<file path="src/rtl/acc_alu_pkg.sv">
`default_nettype none
// ============================================================================
//  Module      : acc_alu_pkg
//  Description : Shared opcode/state encodings and flag bit indices for the
//                accumulator/ALU engine.
//  Revision    : 1.0 - initial release
// ============================================================================
package acc_alu_pkg;

    // Command opcodes; encodings 12-15 are illegal and reported via rsp_err
    typedef enum logic [3:0] {
        OP_NOP = 4'd0,
        OP_LDA = 4'd1,
        OP_LDR = 4'd2,
        OP_STA = 4'd3,
        OP_ADD = 4'd4,
        OP_ADC = 4'd5,
        OP_SUB = 4'd6,
        OP_SBC = 4'd7,
        OP_AND = 4'd8,
        OP_OR  = 4'd9,
        OP_XOR = 4'd10,
        OP_CLR = 4'd11
    } op_e;

    localparam logic [3:0] C_OP_LAST = 4'd11;

    // Bit positions inside the {V,N,Z,C} flag vector
    localparam int FLG_C = 0;
    localparam int FLG_Z = 1;
    localparam int FLG_N = 2;
    localparam int FLG_V = 3;

    // Command sequencer states
    typedef enum logic [1:0] {
        S_IDLE = 2'd0,
        S_EXEC = 2'd1,
        S_RESP = 2'd2
    } state_e;

    // Opcodes that index the register file and therefore need a valid rs
    function automatic logic uses_rs(input op_e op);
        return (op inside {OP_LDR, OP_STA, OP_ADD, OP_ADC, OP_SUB, OP_SBC,
                           OP_AND, OP_OR, OP_XOR});
    endfunction

endpackage : acc_alu_pkg
`default_nettype wire

</file>
<file path="src/rtl/acc_alu_slice.sv">
`default_nettype none
// ============================================================================
//  Module      : acc_alu_slice
//  Description : Combinational ALU datapath. Add/sub share one WIDTH+1 bit
//                adder; subtraction adds the inverted operand so carry-out
//                means "no borrow".
//  Revision    : 1.0 - initial release
// ============================================================================
module acc_alu_slice
    import acc_alu_pkg::*;
#(
    parameter int WIDTH = 8
) (
    input  op_e              i_op,
    input  logic [WIDTH-1:0] i_a,
    input  logic [WIDTH-1:0] i_b,
    input  logic             i_cin,
    output logic [WIDTH-1:0] o_result,
    output logic             o_c,
    output logic             o_v
);

    logic [WIDTH-1:0] w_bb;
    logic             w_ci;
    logic [WIDTH:0]   w_sum;
    logic             w_sub;

    // Operand conditioning and carry-in selection for the shared adder
    always_comb begin
        w_sub = (i_op == OP_SUB) || (i_op == OP_SBC);
        w_bb  = w_sub ? ~i_b : i_b;
        case (i_op)
            OP_ADC, OP_SBC: w_ci = i_cin;
            OP_SUB:         w_ci = 1'b1;
            default:        w_ci = 1'b0;
        endcase
        w_sum = {1'b0, i_a} + {1'b0, w_bb} + {{WIDTH{1'b0}}, w_ci};
    end

    // Result and carry/overflow selection per opcode
    always_comb begin
        o_result = i_a;
        o_c      = i_cin;
        o_v      = 1'b0;
        case (i_op)
            OP_ADD, OP_ADC, OP_SUB, OP_SBC: begin
                o_result = w_sum[WIDTH-1:0];
                o_c      = w_sum[WIDTH];
                o_v      = (i_a[WIDTH-1] == w_bb[WIDTH-1]) &&
                           (w_sum[WIDTH-1] != i_a[WIDTH-1]);
            end
            OP_LDA:  o_result = i_b;
            OP_AND:  o_result = i_a & i_b;
            OP_OR:   o_result = i_a | i_b;
            OP_XOR:  o_result = i_a ^ i_b;
            OP_CLR: begin
                o_result = '0;
                o_c      = 1'b0;
            end
            default: o_result = i_a;
        endcase
    end

endmodule : acc_alu_slice
`default_nettype wire

</file>
<file path="src/rtl/acc_alu_regfile.sv">
`default_nettype none
// ============================================================================
//  Module      : acc_alu_regfile
//  Description : Accumulator/ALU engine with operand register file, C/Z/N/V
//                flags and valid/ready command and response channels.
//                Commands are serialised IDLE -> EXEC -> RESP.
//  Revision    : 1.0 - initial release
// ============================================================================
module acc_alu_regfile
    import acc_alu_pkg::*;
#(
    parameter  int WIDTH = 8,
    parameter  int NREGS = 4,
    localparam int RS_W  = $clog2(NREGS)
) (
    input  logic             clk,
    input  logic             rst_n,
    input  logic             cmd_valid,
    output logic             cmd_ready,
    input  logic [3:0]       cmd_op,
    input  logic [RS_W-1:0]  cmd_rs,
    input  logic [WIDTH-1:0] cmd_data,
    output logic             rsp_valid,
    input  logic             rsp_ready,
    output logic             rsp_err,
    output logic [WIDTH-1:0] acc,
    output logic [3:0]       flags
);

    state_e           r_state;
    logic             r_cmd_ready;
    logic             r_rsp_valid;
    logic             r_rsp_err;
    logic [3:0]       r_op;
    logic [RS_W-1:0]  r_rs;
    logic [WIDTH-1:0] r_data;
    logic [WIDTH-1:0] r_acc;
    logic [3:0]       r_flags;
    logic [WIDTH-1:0] r_regs [NREGS];

    op_e              w_op;
    logic             w_rs_in;
    logic             w_ok;
    logic [WIDTH-1:0] w_rd;
    logic [WIDTH-1:0] w_b;
    logic [WIDTH-1:0] w_res;
    logic             w_c;
    logic             w_v;
    logic             w_zero;

    // Decode the latched command and fetch the register operand
    always_comb begin
        w_op    = op_e'(r_op);
        w_rs_in = (int'(r_rs) < NREGS);
        w_ok    = (r_op <= C_OP_LAST) && (!uses_rs(w_op) || w_rs_in);
        w_rd    = w_rs_in ? r_regs[r_rs] : '0;
        w_b     = (w_op == OP_LDA) ? r_data : w_rd;
        w_zero  = (w_res == '0);
    end

    acc_alu_slice #(
        .WIDTH (WIDTH)
    ) u_slice (
        .i_op     (w_op),
        .i_a      (r_acc),
        .i_b      (w_b),
        .i_cin    (r_flags[FLG_C]),
        .o_result (w_res),
        .o_c      (w_c),
        .o_v      (w_v)
    );

    // Command sequencer with architectural state commit at the end of EXEC
    always_ff @(posedge clk or negedge rst_n) begin
        if (!rst_n) begin
            r_state     <= S_IDLE;
            r_cmd_ready <= 1'b0;
            r_rsp_valid <= 1'b0;
            r_rsp_err   <= 1'b0;
            r_op        <= 4'd0;
            r_rs        <= '0;
            r_data      <= '0;
            r_acc       <= '0;
            r_flags     <= 4'd0;
            for (int i = 0; i < NREGS; i++) begin
                r_regs[i] <= '0;
            end
        end else begin
            case (r_state)
                S_IDLE: begin
                    r_cmd_ready <= 1'b1;
                    if (cmd_valid && r_cmd_ready) begin
                        r_op        <= cmd_op;
                        r_rs        <= cmd_rs;
                        r_data      <= cmd_data;
                        r_rsp_err   <= 1'b0;
                        r_cmd_ready <= 1'b0;
                        r_state     <= S_EXEC;
                    end
                end
                S_EXEC: begin
                    r_state     <= S_RESP;
                    r_rsp_valid <= 1'b1;
                    r_rsp_err   <= !w_ok;
                    if (w_ok) begin
                        case (w_op)
                            OP_LDA, OP_AND, OP_OR, OP_XOR: begin
                                r_acc          <= w_res;
                                r_flags[FLG_Z] <= w_zero;
                                r_flags[FLG_N] <= w_res[WIDTH-1];
                                r_flags[FLG_V] <= 1'b0;
                            end
                            OP_ADD, OP_ADC, OP_SUB, OP_SBC: begin
                                r_acc          <= w_res;
                                r_flags[FLG_C] <= w_c;
                                r_flags[FLG_Z] <= w_zero;
                                r_flags[FLG_N] <= w_res[WIDTH-1];
                                r_flags[FLG_V] <= w_v;
                            end
                            OP_LDR:  r_regs[r_rs] <= r_data;
                            OP_STA:  r_regs[r_rs] <= r_acc;
                            OP_CLR: begin
                                r_acc   <= '0;
                                r_flags <= 4'd0;
                            end
                            default: ;
                        endcase
                    end
                end
                S_RESP: begin
                    if (rsp_ready) begin
                        r_rsp_valid <= 1'b0;
                        r_cmd_ready <= 1'b1;
                        r_state     <= S_IDLE;
                    end
                end
                default: begin
                    r_state     <= S_IDLE;
                    r_rsp_valid <= 1'b0;
                    r_cmd_ready <= 1'b0;
                end
            endcase
        end
    end

    assign cmd_ready = r_cmd_ready;
    assign rsp_valid = r_rsp_valid;
    assign rsp_err   = r_rsp_err;
    assign acc       = r_acc;
    assign flags     = r_flags;

endmodule : acc_alu_regfile
`default_nettype wire

</file>
<file path="config.mk">
export PLATFORM = sky130hd
export DESIGN_NAME = acc_alu_regfile
export DESIGN_NICKNAME = d
export VERILOG_FILES = /design/src/rtl/acc_alu_pkg.sv /design/src/rtl/acc_alu_slice.sv /design/src/rtl/acc_alu_regfile.sv
export SDC_FILE = /design/constraint.sdc
export NUM_CORES = 1
export LEC_CHECK = 0
export ABC_AREA = 1
export CAP_MARGIN = 20
export CORE_ASPECT_RATIO = 1.5
export CORE_MARGIN = 2
export CORE_UTILIZATION = 50
export DETAILED_ROUTE_END_ITERATION = 6
export GPL_ROUTABILITY_DRIVEN = 0
export GPL_TIMING_DRIVEN = 0
export PLACE_DENSITY = 0.68
export SLEW_MARGIN = 30
export SYNTH_ARGS = -nofsm -noshare
export SYNTH_HDL_FRONTEND = slang
export SYNTH_SLANG_ARGS = --single-unit
</file>
<file path="constraint.sdc">
create_clock -name clk -period 4.4 [get_ports clk]
set_input_delay 0.88 -clock clk [delete_from_list [all_inputs] [get_ports clk]]
set_output_delay 0.88 -clock clk [all_outputs]
set_load 0.02 [all_outputs]
</file>
==> flow_metrics.env <==
export IMPL_clkLatencyLatePin_ns=0.32
export IMPL_critPathKind="reg -> reg"
export IMPL_cts_root_buf="clkbuf_16"
export IMPL_vdd_drop_max_mv=0.360
export IMPL_worst_endpoint_arrival_ns=3.68
export IMPL_fin_cells=685
export IMPL_leakage_uw=0.00250
export IMPL_rows=39
export IMPL_grt_pass1_vias=3433
export IMPL_seq_area_frac_synth_pct=39.7
export IMPL_power_density_nw_per_um2=750
export IMPL_startpoint="r_rs[0]"
export IMPL_cts_sinks=63
export IMPL_cts_hold_buf=0
export IMPL_postRouteWirelength_um=9320
export IMPL_antenna_found_initial=0
export IMPL_rsz0062_at_grt="no"
export IMPL_netlist_area_um2=3980
export IMPL_grt_pass1_wl_um=16300
export IMPL_dpl_hpwl_um=7450
export IMPL_yosys_top_cells_count="nand2_1, dfrtp_1, inv_1"
export IMPL_io_buffers=32
export IMPL_n_antenna_cell=0
export IMPL_clk_pin_slew_ns=0.05
export IMPL_core_area_um2=7660
export IMPL_drv_cap=0
export IMPL_regArea_um2=1580
export IMPL_fin_crit_sh_pct=77.6
export IMPL_firstDrtPassIters=4
export IMPL_synth_area_leaders="dfrtp_1, nand2_1, ha_1"
export IMPL_post_drt_wl_per_cell_um=13.6
export IMPL_syn_inst=534
export IMPL_min_from="flags[1]"
export IMPL_path_max_fanout=8
export IMPL_synth_cell_type_count=31
export IMPL_syn_num_nets=577
export IMPL_hold_class="reg -> reg"
export IMPL_startpoint_type="register"
export IMPL_vias_per_cell=4.96
export IMPL_synth_most_common_cell="nand2_1"
export IMPL_cts_max_level=3
export IMPL_end_kind="register"
export IMPL_cp_data_required_time_ns=4.67
export IMPL_synth_flop_cell="dfrtp_1"
export IMPL_area_growth_pct=19.4
export IMPL_yosys_warnings=0
export IMPL_finalSetupViolCount=0
export IMPL_detailedRoute_firstIterationViolations=248
export IMPL_period_needed_ns=3.42
export IMPL_grt_max_degree=34
export IMPL_hold_viol=0
export IMPL_die_area_um2=8690
export IMPL_avgSynthCellArea_um2=7.44
export IMPL_post_cts_buffers=0
export IMPL_die_w_um=76.8
export IMPL_dp_cells=669
export IMPL_nFillCells=751
export IMPL_tightest_slew_ns=0.579
export IMPL_ios=33
export IMPL_multi_input_area_um2=2100
export IMPL_fin_nets=621
export IMPL_yosys_register_bits=63
export IMPL_ctsLongestPathBuffers=2
export IMPL_synth_top_area_cell="dfrtp_1"
export IMPL_status="completed"
export IMPL_die_h_um=113
export IMPL_synth_edff_count=0
export IMPL_synthArstFlopShare_pct=100
export IMPL_post_cts_resized=0
export IMPL_cts_tree="yes"
export IMPL_setup_tns_ns=0
export IMPL_drc_errors=0
export IMPL_slew_violations=0
export IMPL_max_slew_margin_pct=61.0
export IMPL_clock_skew_ns=0.00545
export IMPL_r2r_start="r_rs[0]"
export IMPL_antenna_left=0
export IMPL_track_usage_pct=23.9
export IMPL_cts_made_buffers=9
export IMPL_yosys_area_top_type_share_pct=39.7
export IMPL_start_util_pct=51.9
export IMPL_fmax_ghz=0.293
export IMPL_drive_gt1_share_pct=8.75
export IMPL_gr_total_overflow=0
export IMPL_route_vias_total=3401
[report_power, final]
part / internal, µW / switching, µW
Clock: 494 / 243
Sequential: 811 / 178
Combinational: 659 / 1180
[metal layers]
metal  vias up  global-route usage [%]  wire length (µm)  part of all wire (%)
li1       1782                       -                 -                     -
met5         -                       0                 0                     0
met4         0                    9.45               175                   1.9
met2        46                    43.2              5010                    54
met3        11                    4.07               215                   2.3
met1      1562                    27.9              3920                    42
[cell type report]
| type | count | area share (%) |
|---|---|---|
| Tap cell | 102 | 2.69 |
| Clock buffer | 12 | 4.98 |
| Inverter | 68 | 5.43 |
| Multi-Input combinational cell | 395 | 44.3 |
| Timing Repair Buffer | 33 | 7.12 |
| Clock inverter | 4 | 1.48 |
| Sequential cell | 63 | 33.2 |
| Buffer | 8 | 0.843 |
[stage by stage]
| stage | total power, µW | setup slack, ns | util, % | hold slack, ns | instance area (µm²) |
|---|---|---|---|---|---|
| 6_report | 3560 | 0.985 | 62.0 | 0.477 | 4750 |
| 3_3_place_gp | 2760 | 0.406 | 57.7 | 0.459 | 4420 |
| 5_1_grt | 3920 | 0.595 | 62.0 | 0.515 | 4750 |
| 2_1_floorplan | 2310 | 1.62 | - | 0.449 | 3980 |
| 4_1_cts | 3590 | 0.970 | 62.0 | 0.480 | 4750 |
| 3_5_place_dp | 2820 | 0.996 | 58.0 | 0.465 | 4440 |
[critical path: stages, from the launching register on]
cell and delay (ns):
dfrtp_1 0.43, inv_1 0.13, nor2_1 0.45, nand2_1 0.10
o2111ai_1 0.14, nand2_1 0.08, nand2_1 0.13, xor2_1 0.23
fa_1 0.25, inv_1 0.06, fa_1 0.39, inv_1 0.07
nand2_1 0.07, nand3_1 0.10, nand2_1 0.05, nor2_1 0.09
nand2_1 0.08, nor2_1 0.11, nand3_1 0.09, nor2_1 0.14
nand3_1 0.09, nand2_1 0.06
[flip-flops by register name (all words and copies together) (netlist names), 2 cells and up]
name / count
acc: 8
flags: 4
r_data: 8
r_op: 4
r_regs: 32
r_rs: 2
r_state: 2
[placed cells by master (no fill, tap or decap), types with 2 or more instances in the layout]
cell / n
nor2_1: 33
clkbuf_16: 9
clkinv_2: 2
nand3b_1: 2
nand2_1: 207
clkdlybuf4s50_1: 31
nand2_4: 2
buf_4: 2
inv_1: 62
o21ai_0: 34
xor2_1: 9
clkbuf_1: 5
o2111ai_1: 7
nand4_1: 2
bufinv_16: 2
ha_1: 23
a21oi_1: 10
nor3_1: 3
nor2_4: 4
nor2_2: 2
fa_1: 2
dfrtp_1: 63
nand3_1: 34
buf_2: 5
inv_2: 4
mux2_2: 14
[logic make-up after synthesis]
kind of cell	after synthesis	share of synthesized area, %
mux	14	3.97
flops	63	39.7
compound gates	55	7.81
simple gates	292	30.8
buf+inv	76	7.49
fa+ha+maj	25	8.25
xor+xnor	9	1.98
[worst paths after layout]
check	to	slack, ns	cells after the start
setup / recovery	flags[1]	0.98	21
hold / removal	flags[1]	0.48	2
min in group asynchronous	r_regs[26]	0.49	1
hold reg to reg	flags[1]	0.48	2
max in group asynchronous	acc[3]	3.41	2
setup reg to reg	flags[1]	0.98	21
Power figures use the tool's default switching activity.
